### src/rtl/shr_pkg.sv
// Shared definitions for the sequential right shifter (shr_seq).
//   SHR_WIDTH   : default operand/result width
//   CNT_W       : shift counter width for the default width (holds 0..SHR_WIDTH)
//   shr_state_t : FSM state encoding
package shr_pkg;

    localparam int unsigned SHR_WIDTH = 16;
    localparam int unsigned CNT_W     = $clog2(SHR_WIDTH + 1);

    typedef enum logic [1:0] {
        IDLE  = 2'd0,
        SHIFT = 2'd1,
        DONE  = 2'd2
    } shr_state_t;

endpackage

### src/rtl/shr_flag_gen.sv
// Flag generator for shr_seq. Purely combinational; it works on the value that
// is about to be registered into O0, so the flags land in the same cycle as the
// result.
// Ports:
//   data_next : result value about to be registered
//   zero      : data_next == 0
//   sign      : data_next[WIDTH-1]
//   o4, o5    : unused PE flag slots, tied low
module shr_flag_gen #(
    parameter int unsigned WIDTH = 16
) (
    input  logic [WIDTH-1:0] data_next,
    output logic             zero,
    output logic             sign,
    output logic             o4,
    output logic             o5
);

    assign zero = (data_next == '0);
    assign sign = data_next[WIDTH-1];
    assign o4   = 1'b0;
    assign o5   = 1'b0;

endmodule

### src/rtl/shr_seq.sv
// Sequential right shifter, one bit per cycle, with valid/ready handshakes on
// both sides and the standard five PE flag outputs.
// Optional feature macro: SHR_ARITH_EN adds the signed_op port and
// sign-extending (arithmetic) shifts; without it every shift is logical.
// Ports:
//   CLK, RESET          : clock, synchronous active-high reset
//   in_valid / in_ready : operand handshake (in_ready high only in IDLE)
//   a, b                : value to shift, unsigned shift amount (clamped to WIDTH)
//   signed_op           : arithmetic shift select (SHR_ARITH_EN only)
//   out_valid/out_ready : result handshake
//   O0                  : shifted result
//   O1                  : carry, last bit shifted out (0 for a zero shift)
//   O2, O3              : zero and sign flags of O0
//   O4, O5              : constant 0
module shr_seq
    import shr_pkg::*;
#(
    parameter int unsigned WIDTH = SHR_WIDTH
) (
    input  logic             CLK,
    input  logic             RESET,
    input  logic             in_valid,
    output logic             in_ready,
    input  logic [WIDTH-1:0] a,
    input  logic [WIDTH-1:0] b,
`ifdef SHR_ARITH_EN
    input  logic             signed_op,
`endif
    output logic             out_valid,
    input  logic             out_ready,
    output logic [WIDTH-1:0] O0,
    output logic             O1,
    output logic             O2,
    output logic             O3,
    output logic             O4,
    output logic             O5
);

    localparam int unsigned CW = $clog2(WIDTH + 1);
    localparam logic [WIDTH:0]  W_WIDE = (WIDTH + 1)'(WIDTH);
    localparam logic [CW-1:0]   W_CNT  = CW'(WIDTH);
    localparam logic [CW-1:0]   ONE    = CW'(1);

    shr_state_t       state;
    logic [WIDTH-1:0] data;
    logic [CW-1:0]    cnt;
    logic             carry;
    logic             fill;

    logic [CW-1:0]    cnt_eff;
    logic             fill_in;
    logic [WIDTH-1:0] res_next;
    logic             carry_next;
    logic             load_out;
    logic             zero_next;
    logic             sign_next;

    // Amounts of WIDTH or more all behave like a full-width shift.
    assign cnt_eff = ({1'b0, b} >= W_WIDE) ? W_CNT : b[CW-1:0];

`ifdef SHR_ARITH_EN
    assign fill_in = signed_op & a[WIDTH-1];
`else
    assign fill_in = 1'b0;
`endif

    assign in_ready = (state == IDLE);

    // Value that enters DONE: the raw operand for a zero shift, otherwise the
    // final shift step.
    always_comb begin
        res_next   = {fill, data[WIDTH-1:1]};
        carry_next = data[0];
        if (state == IDLE) begin
            res_next   = a;
            carry_next = 1'b0;
        end
    end

    assign load_out = ((state == IDLE) && in_valid && (cnt_eff == '0)) ||
                      ((state == SHIFT) && (cnt == ONE));

    shr_flag_gen #(
        .WIDTH(WIDTH)
    ) u_flag_gen (
        .data_next(res_next),
        .zero     (zero_next),
        .sign     (sign_next),
        .o4       (O4),
        .o5       (O5)
    );

    always_ff @(posedge CLK) begin
        if (RESET) begin
            state     <= IDLE;
            data      <= '0;
            cnt       <= '0;
            carry     <= 1'b0;
            fill      <= 1'b0;
            out_valid <= 1'b0;
            O0        <= '0;
            O1        <= 1'b0;
            O2        <= 1'b0;
            O3        <= 1'b0;
        end else begin
            // Result registers only move on entry to DONE, so they hold
            // through backpressure and while idle/shifting.
            if (load_out) begin
                O0 <= res_next;
                O1 <= carry_next;
                O2 <= zero_next;
                O3 <= sign_next;
            end
            unique case (state)
                IDLE: begin
                    if (in_valid) begin
                        data  <= a;
                        cnt   <= cnt_eff;
                        carry <= 1'b0;
                        fill  <= fill_in;
                        if (cnt_eff == '0) begin
                            state     <= DONE;
                            out_valid <= 1'b1;
                        end else begin
                            state <= SHIFT;
                        end
                    end
                end
                SHIFT: begin
                    data  <= {fill, data[WIDTH-1:1]};
                    carry <= data[0];
                    cnt   <= cnt - ONE;
                    if (cnt == ONE) begin
                        state     <= DONE;
                        out_valid <= 1'b1;
                    end
                end
                DONE: begin
                    if (out_ready) begin
                        state     <= IDLE;
                        out_valid <= 1'b0;
                    end
                end
                default: begin
                    state     <= IDLE;
                    out_valid <= 1'b0;
                end
            endcase
        end
    end

endmodule
### config.mk
export PLATFORM = sky130hd
export DESIGN_NAME = shr_seq
export DESIGN_NICKNAME = d
export VERILOG_FILES = /design/src/rtl/shr_pkg.sv /design/src/rtl/shr_flag_gen.sv /design/src/rtl/shr_seq.sv
export SDC_FILE = /design/constraint.sdc
export NUM_CORES = 1
export LEC_CHECK = 0
export CORE_MARGIN = 8
export CORE_UTILIZATION = 40
export CTS_BUF_LIST = sky130_fd_sc_hd__clkbuf_8
export CTS_CLUSTER_DIAMETER = 150
export CTS_CLUSTER_SIZE = 14
export DETAILED_ROUTE_END_ITERATION = 8
export GPL_TIMING_DRIVEN = 0
export MAX_ROUTING_LAYER = met4
export PLACE_DENSITY = 0.79
export SLEW_MARGIN = 10
export SYNTH_ARGS = -nofsm -noshare
export SYNTH_HDL_FRONTEND = slang
export SYNTH_HIERARCHICAL = 1
export SYNTH_SLANG_ARGS = --single-unit
### constraint.sdc
create_clock -name CLK -period 1.9 [get_ports CLK]
set_clock_uncertainty 0.1 [all_clocks]
set_input_delay 0.285 -clock CLK [delete_from_list [all_inputs] [get_ports CLK]]
set_output_delay 0.285 -clock CLK [all_outputs]
set_load 0.02 [all_outputs]
==> results of run 1 <==
cell type report:
| class | count | area, µm² |
|---|---|---|
| multi-input combinational | 193 | 1330 |
| tap | 72 | 90.1 |
| clock inverter | 3 | 16.3 |
| fill | 509 | 2380 |
| buffer | 23 | 146 |
| sequential | 43 | 866 |
| inverter | 4 | 15.0 |
| clock buffer | 5 | 68.8 |
| timing repair buffer | 65 | 628 |
state kept, by name (all words and copies together), names as in the netlist:
| signal | cells |
|---|---|
| O2 | 1 |
| out_valid | 1 |
| O3 | 1 |
| O1 | 1 |
| O0 | 16 |
| state | 2 |
| cnt | 5 |
| data | 16 |
layer usage:
metal	vias to the layer above	routed length, µm	share of wire, %	track usage (%)
li1	1068	-	-	-
met1	1003	2870	46	19.2
met2	75	2910	47	23.8
met3	6	409	6.6	4.56
met4	0	44	0.71	2.28
met5	-	0	0	-
cells in the mapped netlist (4+ instances only):
cell | count | area share, %
buf_2 | 10 | 2.2
nand2_1 | 72 | 12
clkbuf_1 | 6 | 0.98
mux2_2 | 12 | 5.9
dfxtp_1 | 43 | 37
inv_1 | 4 | 0.65
nor4_1 | 4 | 1.1
a311oi_1 | 16 | 6.1
a21oi_1 | 5 | 1.1
mux2i_1 | 20 | 8.7
nor2_1 | 19 | 3.1
how the worst max path moves through the flow:
stage | from | end | slack [ps] | depth (start not counted)
final | state[1] | O2 | 1 | 7
after detailed placement | state[0] | O2 | -260 | 8
after CTS | state[0] | O2 | -40 | 8
after floorplan | state[0] | O2 | 2 | 8
after global placement | state[1] | O2 | -260 | 8
after global routing | state[1] | O2 | -40 | 7
power groups by stage:
stage               Combinational (mW)  Clock, mW  Sequential (mW)
detailed placement               0.537          0             1.02
global route                     0.657      0.626             1.02
CTS                              0.593      0.583             1.01
global placement                 0.531          0             1.02
floorplan                        0.343          0             1.02
finish                           0.610      0.567             1.01
logic make-up after synthesis:
kind of cell             after synthesis  synth area share, %
buffers and inverters                 29                 7.67
AND/OR/NAND/NOR                      117                 24.4
other                                  1                0.163
AO/OA/AOI/OAI                         36                 12.8
multiplexers                          35                 16.0
adder cells (fa/ha/maj)                2                 1.09
XOR/XNOR                               1                0.381
flip-flops                            43                 37.4
stage by stage:
step	cells	area, µm²	utilization (%)	hold slack (ps)	setup WS (ps)
final	408	3160	57.0	236	1.31
after global routing	408	3160	57.0	234	-42.5
after CTS	406	3130	56.4	234	-38.4
after detailed placement	391	2940	53.1	354	-258
after global placement	391	2940	53.1	346	-264
after floorplan	265	2310	-	339	2.24
cells in the final DEF, fill, tap and decap left out, types with 2 or more instances in the layout:
cell type        instances
mux2_4                   9
a31oi_1                  2
nand2_1                 72
nand3_1                  2
mux2i_1                 20
o22ai_1                  2
buf_2                    8
buf_6                    6
mux2_2                   6
a21oi_1                  5
nor4_2                   7
nor2_1                  19
a211oi_1                 2
dfxtp_1                 41
a221oi_1                 3
nor2b_1                  2
buf_4                   13
clkbuf_8                 5
ha_1                     2
conb_1                   2
o21ai_0                  2
a311oi_1                16
clkbuf_1                 6
nor2_4                   2
clkdlybuf4s50_1         53
inv_1                    5
worst max-delay path, stage by stage (launching register included):
cell and delay (ps):
dfxtp_4 380, nor2_4 180, buf_6 160, mux2_4 310, nor4_2 290, and4_1 220, nand2_1 60, mux2i_1 130
repair_timing:
action                                  in CTS  in global routing
buffers inserted                             7                  3
gates resized for setup                     18                  7
hold endpoints to repair                     0                  0
pin swaps                                    5                  3
endpoints found under the setup margin       2                  5
cloned                                       1                  0
==> flow_metrics.env, run 1 <==
export IMPL_status="completed"
export IMPL_criticalPathCategory="register to register"
export IMPL_synth_cells=264
export IMPL_cts_root_buf="clkbuf_8"
export IMPL_drt_initial_drc_count=128
export IMPL_numCtsBuffers=5
export IMPL_maxSlewViolCount=0
export IMPL_vias=2152
export IMPL_dp_hpwl_um=4670
export IMPL_share_comb_of_total_power_pct=28.0
export IMPL_min_to="cnt[0]"
export IMPL_critPathMaxFanout=8
export IMPL_ir_drop_uv=458
export IMPL_power_switching_mw=0.666
export IMPL_tightest_slew_ps=501
export IMPL_firstDrtPassIters=4
export IMPL_power_density_mw_per_mm2=692
export IMPL_grt_ovfl_total=0
export IMPL_cp_arrival_ps=2040
export IMPL_yosysSeqAreaShare_pct=37.4
export IMPL_fp_dieW_um=91.8
export IMPL_syn_to_final_growth_pct=37.2
export IMPL_clkLatencyLatePin_ps=300
export IMPL_cts_hold_buf=0
export IMPL_clk_pin_slew_worst_paths_ps=90
export IMPL_die_h_um=91.8
export IMPL_placementRows=27
export IMPL_cts_tree="built"
export IMPL_vias_per_cell=5.27
export IMPL_dieArea_mm2=0.00844
export IMPL_post_route_min_period_ps=1900
export IMPL_p_int_mw=1.52
export IMPL_place_congestion=0.891
export IMPL_grt_pass1_wl_um=10500
export IMPL_ant_nets=0
export IMPL_tns_ps=0
export IMPL_finalPower_mw=2.18
export IMPL_drc=0
export IMPL_grt_pass1_vias=2113
export IMPL_seq_power_share_pct=46.1
export IMPL_clockBufferDepth=2
export IMPL_ys_types=45
export IMPL_initial_core_util_pct=41.5
export IMPL_clock_fmax_mhz=527
export IMPL_routed_wl_um=6230
export IMPL_clkPwrFrac_pct=25.9
export IMPL_synthFlopType="dfxtp_1"
export IMPL_wl_per_cell_um=15.3
export IMPL_timing_rr_start="state[1]"
export IMPL_critPathLaunchType="register"
export IMPL_syn_avg_cell_area_um2=8.72
export IMPL_r2r_setup_slack_ps=1
export IMPL_io_buffer_count=54
export IMPL_num_nets_final=373
export IMPL_io_pins=59
export IMPL_hold_viol=0
export IMPL_crit_required_ps=2040
export IMPL_antenna_found_initial=0
export IMPL_synth_edf_count=0
export IMPL_ys_async_sr_fraction_pct=0
export IMPL_leakage_nw=1.32
export IMPL_h_tree_depth=2
export IMPL_min_from="in_valid"
export IMPL_reg2regPathDepth=7
export IMPL_end_kind="register"
export IMPL_maxSlewHeadroom_pct=66.6
export IMPL_min_path_cells=2
export IMPL_grt_max_degree=14
export IMPL_coreArea_mm2=0.00554
export IMPL_maxCapViolations=0
export IMPL_setup_viol=0
export IMPL_hold_class="input pin to register"
export IMPL_diodes=0
export IMPL_netlist_area_mm2=0.00230
export IMPL_min_period_over_period_pct=99.9
export IMPL_ys_warn_count=6
export IMPL_reg2reg_to="O2"
export IMPL_p_sw_share_pct=30.5
export IMPL_cts_sinks=43
export IMPL_ys_seq_elements=43
export IMPL_grt_usage_pct=15.2
export IMPL_rsz0062_at_grt="yes"
export IMPL_drive_above_1_share_pct=20.5
Note: power is estimated with default switching activity, not from simulation.
==> run 2: changes to the inputs <==
--- a/config.mk
+++ b/config.mk
@@ -18,4 +18,3 @@
 export SYNTH_ARGS = -nofsm -noshare
 export SYNTH_HDL_FRONTEND = slang
-export SYNTH_HIERARCHICAL = 1
 export SYNTH_SLANG_ARGS = --single-unit
==> constraint.sdc (replaced) <==
create_clock -name CLK -period 1.9 [get_ports CLK]
set_clock_uncertainty 0.1 [all_clocks]
set_input_delay 0.19 -clock CLK [delete_from_list [all_inputs] [get_ports CLK]]
set_output_delay 0.19 -clock CLK [all_outputs]
set_load 0.02 [all_outputs]
==> flow_metrics.env, run 2 <==
export IMPL_status="finished, violations left"
export IMPL_violations="setup timing"
export IMPL_final_common_cell="nand2_1"
export IMPL_synth_edf_count=0
export IMPL_grt_usage_pct=17.7
export IMPL_placementRows=27
export IMPL_hold_slack_ps=326
export IMPL_clk_pin_slew_worst_paths_ps=80
export IMPL_crit_required_ps=1960
export IMPL_wl_per_cell_um=17.4
export IMPL_power_density_mw_per_mm2=814
export IMPL_criticalPathCategory="register to register"
export IMPL_cts_tree="built"
export IMPL_coreArea_mm2=0.00547
export IMPL_nFillCells=477
export IMPL_rsz0062_at_grt="yes"
export IMPL_crit_chain="inv_2, ha_4, or4b_4, nor2_4, a21o_1, buf_6, buf_12, buf_12, a311oi_2"
export IMPL_maxSlewHeadroom_pct=56.0
export IMPL_cts_hold_buf=0
export IMPL_critical_path_max_stage_delay_ps=490
export IMPL_ys_types=44
export IMPL_initial_core_util_pct=41.4
export IMPL_ys_async_sr_fraction_pct=0
export IMPL_synth_top_area_share_pct=37.1
export IMPL_firstDrtPassIters=5
export IMPL_cp_arrival_ps=2000
export IMPL_setup_viol=6
export IMPL_synth_most_common_cell="nand2_1"
export IMPL_antenna_found_initial=0
export IMPL_hold_viol=0
export IMPL_vias_per_cell=5.84
export IMPL_clock_fmax_mhz=515
export IMPL_routed_wl_um=7350
export IMPL_io_buffer_count=55
export IMPL_post_place_cells=403
export IMPL_final_area_mm2=0.00322
export IMPL_grt_pass1_wl_um=12000
export IMPL_grt_pass1_vias=2355
export IMPL_crit_top_cell="buf_12"
export IMPL_vias=2466
export IMPL_ant_nets=0
export IMPL_grt_max_degree=14
export IMPL_min_period_over_period_pct=102
export IMPL_clockBufferDepth=2
export IMPL_tightest_slew_ps=660
export IMPL_diodes=0
export IMPL_die_h_um=91.2
export IMPL_min_from="RESET"
export IMPL_timing_rr_start="cnt[1]"
export IMPL_drive_above_1_share_pct=18.9
export IMPL_synth_common_cells="nand2_1, dfxtp_1, nor2_1"
export IMPL_crit_slowest_cell="or4b_4"
export IMPL_netlist_area_mm2=0.00226
export IMPL_worst_slack_ps=-41.1
export IMPL_drt_initial_drc_count=231
export IMPL_largestRegisters="O0 x16, data x16, cnt x5"
export IMPL_numCtsBuffers=5
export IMPL_dp_hpwl_um=5280
export IMPL_crit_buf_inv=4
export IMPL_cts_sinks=42
export IMPL_mostFrequentLayoutCells="nand2_1, clkdlybuf4s50_1, dfxtp_1"
export IMPL_critPathLaunchType="register"
export IMPL_reg2regPathDepth=9
export IMPL_leakage_nw=1.16
export IMPL_maxCapViolations=0
export IMPL_final_core_util_pct=58.9
export IMPL_r2r_setup_slack_ps=-40
export IMPL_ys_seq_elements=42
export IMPL_min_path_cells=3
export IMPL_critPathTopFamily="simple AND/OR/NAND/NOR gates"
export IMPL_ys_warn_count=0
export IMPL_io_pins=59
export IMPL_yosys_top_cells_area="dfxtp_1, nand2_1, a311oi_1"
export IMPL_drc=0
export IMPL_synthFlopType="dfxtp_1"
export IMPL_end_kind="register"
export IMPL_fp_dieW_um=91.2
export IMPL_synth_cells=275
export IMPL_yosysSeqAreaShare_pct=37.1
export IMPL_cts_root_buf="clkbuf_8"
export IMPL_h_tree_depth=2
export IMPL_syn_avg_cell_area_um2=8.24
export IMPL_yosysTopAreaCell="dfxtp_1"
export IMPL_place_congestion=0.876
export IMPL_maxSlewViolCount=0
export IMPL_hold_class="input pin to register"
export IMPL_reg2reg_to="O0[13]"
export IMPL_final_cell_count_no_fill=422
export IMPL_num_nets_final=387
export IMPL_grt_ovfl_total=0
export IMPL_min_to="O1"
export IMPL_syn_to_final_growth_pct=42.4
export IMPL_critPathMaxFanout=5
export IMPL_ir_drop_uv=397
export IMPL_clkLatencyLatePin_ps=290
export IMPL_post_route_min_period_ps=1940
export IMPL_dieArea_mm2=0.00833
export IMPL_dpl_cell_area_mm2=0.00291
## run 2: cell types whose count changed after synthesis, sizes merged, moves of 4 or more
| cell | change |
|---|---|
| nor4 | +4 |
| mux2i | -19 |
| nand2 | -10 |
| a311oi | +14 |
| clkbuf | +5 |
| a211oi | +17 |
| mux2 | -14 |
| nand2b | +4 |
## run 2: power by group
group,total [mW],internal [mW],switching [mW]
registers,1.08,0.980,0.0986
logic,0.849,0.375,0.474
clock network,0.698,0.387,0.311
## run 2: worst max-delay path by stage
| stage | cells past startpoint | slack (ps) | startpoint | end |
|---|---|---|---|---|
| after floorplan | 7 | 50 | cnt[0] | O0[10] |
| after global placement | 8 | -340 | b[0] | O0[13] |
| after detailed placement | 8 | -330 | b[0] | O0[11] |
| after CTS | 9 | -40 | cnt[1] | O0[7] |
| after global routing | 9 | -100 | cnt[1] | O0[7] |
| final | 9 | -40 | cnt[1] | O0[13] |
## run 2: final cells by class
type                            instances  area [µm²]  share of cell area, %
Multi-Input combinational cell        202        1320                   41.0
Sequential cell                        42         847                   26.3
Timing Repair Buffer                   67         661                   20.5
Buffer                                 27         178                   5.51
Tap cell                               72        90.1                   2.79
Clock buffer                            5        68.8                   2.13
Clock inverter                          3        41.3                   1.28
Inverter                                4        17.5                  0.543
## run 2: kinds of logic after synthesis
logic type,Yosys count,synth area share (%)
other,1,0.166
muxes,2,0.939
xor gates and xnor gates,1,0.387
buffers and inverters,32,8.18
DFF,42,37.1
and+or+nand+nor,125,26.0
AOI/OAI and AO/OA,70,26.1
adders and majority gates,2,1.10
## run 2: timing repair
action / CTS / global route
endpoints found under the setup margin: 16 / 37
gates resized for setup: 18 / 21
gates cloned: 1 / 0
pin swaps: 2 / 4
buffers inserted: 11 / 1
## run 2: stage by stage
stage / TNS (ps) / setup WS, ps / power [mW]
global placement: -8340 / -338 / 1.83
finish: -213 / -41.1 / 2.63
global route: -816 / -105 / 2.78
detailed placement: -8520 / -331 / 1.84
floorplan: 0 / 50.8 / 1.57
CTS: -288 / -42.8 / 2.60
## run 2: tightest hold or removal path: stages
cell and delay, ps:
clkbuf_1 190, nand2b_1 210, o21ai_1 100
## run 2: routing by layer
| layer | wire length [µm] | vias up | GRT usage, % |
|---|---|---|---|
| met5 | 0 | - | - |
| met4 | 87 | 0 | 4.91 |
| met3 | 567 | 8 | 3.46 |
| met2 | 3580 | 130 | 28.0 |
| met1 | 3120 | 1164 | 22.5 |
| li1 | - | 1164 | - |
==> run 3: changes to the inputs <==
Settings changed: PLACE_DENSITY 0.79 to 0.77.
Clock period 1.9 ns to 2.05 ns, I/O delays scaled along.
==> flow_metrics.env, run 3 (synthesized netlist as in run 2, its figures left out) <==
export IMPL_drt_initial_drc_count=226
export IMPL_antenna_found_initial=0
export IMPL_syn_to_final_growth_pct=35.0
export IMPL_wl_per_cell_um=17.5
export IMPL_hold_class="input pin to register"
export IMPL_clk_pin_slew_worst_paths_ps=80
export IMPL_critPathMaxFanout=10
export IMPL_crit_required_ps=1750
export IMPL_cts_hold_buf=0
export IMPL_routed_wl_um=7210
export IMPL_power_density_mw_per_mm2=781
export IMPL_reg2reg_to="O0[11]"
export IMPL_io_buffer_count=55
export IMPL_die_h_um=91.2
export IMPL_status="completed"
export IMPL_finalPower_mw=2.39
export IMPL_maxSlewViolCount=0
export IMPL_maxSlewHeadroom_pct=54.4
export IMPL_power_switching_mw=0.810
export IMPL_timing_rr_start="cnt[1]"
export IMPL_io_pins=59
export IMPL_p_sw_share_pct=33.9
export IMPL_setup_viol=0
export IMPL_hold_viol=0
export IMPL_place_congestion=0.887
export IMPL_end_kind="output pin"
export IMPL_min_path_cells=3
export IMPL_numCtsBuffers=5
export IMPL_p_int_mw=1.58
export IMPL_initial_core_util_pct=41.4
export IMPL_diodes=0
export IMPL_clockBufferDepth=2
export IMPL_cts_tree="built"
export IMPL_reg2regPathDepth=8
export IMPL_drc=0
export IMPL_fp_dieW_um=91.2
export IMPL_share_comb_of_total_power_pct=30.6
export IMPL_dp_hpwl_um=5350
export IMPL_min_from="RESET"
export IMPL_final_cell_count_no_fill=413
export IMPL_criticalPathCategory="register to output pin"
export IMPL_coreArea_mm2=0.00547
export IMPL_seq_power_share_pct=41.8
export IMPL_ant_nets=0
export IMPL_grt_ovfl_total=0
export IMPL_grt_pass1_vias=2333
export IMPL_clock_fmax_mhz=507
export IMPL_clkLatencyLatePin_ps=300
export IMPL_r2r_setup_slack_ps=90
export IMPL_maxCapViolations=0
export IMPL_grt_max_degree=14
export IMPL_drive_above_1_share_pct=13.5
export IMPL_cts_root_buf="clkbuf_8"
export IMPL_post_place_cells=403
export IMPL_vias=2389
export IMPL_cp_arrival_ps=1670
export IMPL_post_place_ws_ps=-242
export IMPL_num_nets_final=378
export IMPL_critPathLaunchType="register"
export IMPL_mostFrequentLayoutCells="nand2_1, clkdlybuf4s50_1, dfxtp_1"
export IMPL_min_to="out_valid"
export IMPL_grt_pass1_wl_um=11600
export IMPL_worst_slack_ps=76.6
export IMPL_post_route_min_period_ps=1970
export IMPL_placementRows=27
export IMPL_leakage_nw=1.09
export IMPL_firstDrtPassIters=5
export IMPL_min_period_over_period_pct=96.3
export IMPL_vias_per_cell=5.78
export IMPL_h_tree_depth=2
export IMPL_largestRegisters="O0 x16, data x16, cnt x5"
export IMPL_ir_drop_uv=342
export IMPL_final_common_cell="nand2_1"
export IMPL_grt_usage_pct=17.3
export IMPL_dieArea_mm2=0.00833
export IMPL_tightest_slew_ps=683
export IMPL_clkPwrFrac_pct=27.7
export IMPL_cts_sinks=42
## run 3: worst max-delay path: stages, from the launching register on
cell             delay, ps
dfxtp_1                310
buf_6                  130
or2_4                  240
buf_6                  140
inv_4                   60
clkbuf_4               200
clkdlybuf4s15_2        280
## run 3: area by class of cell
type / instances / area [µm²]
buffer: 28 / 176
clock buffer: 5 / 68.8
clock inverter: 3 / 41.3
fill: 534 / 2410
inverter: 4 / 17.5
multi-input combinational: 202 / 1250
sequential: 42 / 842
tap: 72 / 90.1
timing repair buffer: 57 / 567
## run 3: what timing repair did
action                                  CTS  global route
resized for setup                         4            13
pin swaps                                 1             1
endpoints found under the setup margin   10            22
cloned                                    0             0
buffers inserted                          2             0
## run 3: through the flow
stage / area, µm² / utilization (%) / TNS, ps / hold WS, ps
2_1_floorplan: 2270 / - / 0 / 259
3_3_place_gp: 2910 / 53.2 / -3710 / 353
3_5_place_dp: 2910 / 53.2 / -4360 / 364
4_1_cts: 3040 / 55.5 / 0 / 332
5_1_grt: 3060 / 55.9 / -55.3 / 400
6_report: 3060 / 55.9 / 0 / 325
## run 3: routing by layer
metal / part of all wire, % / up-vias / track usage, % / wire length [µm]
li1: - / 1140 / - / -
met1: 44 / 1127 / 21.1 / 3140
met2: 47 / 112 / 26.8 / 3380
met3: 7.7 / 10 / 3.95 / 556
met4: 1.8 / 0 / 7.23 / 127
met5: 0 / - / - / 0
## run 3: how the worst max path moves through the flow
stage                         from       end  cells after the start
after floorplan             cnt[0]    O0[10]                      7
after global placement        b[0]    O0[12]                      8
after detailed placement      b[0]    O0[13]                      8
after CTS                 state[0]  in_ready                      6
after global routing          b[0]    O0[12]                      8
final                     state[0]  in_ready                      6
## run 3: power groups by stage
stage          Combinational [mW]  Sequential, mW  Clock [mW]
5_1_grt                     0.803            1.01       0.689
4_1_cts                     0.713           0.992       0.664
3_3_place_gp                0.691            1.01           0
2_1_floorplan               0.445            1.01           0
6_report                    0.730           0.998       0.661
3_5_place_dp                0.705            1.01           0
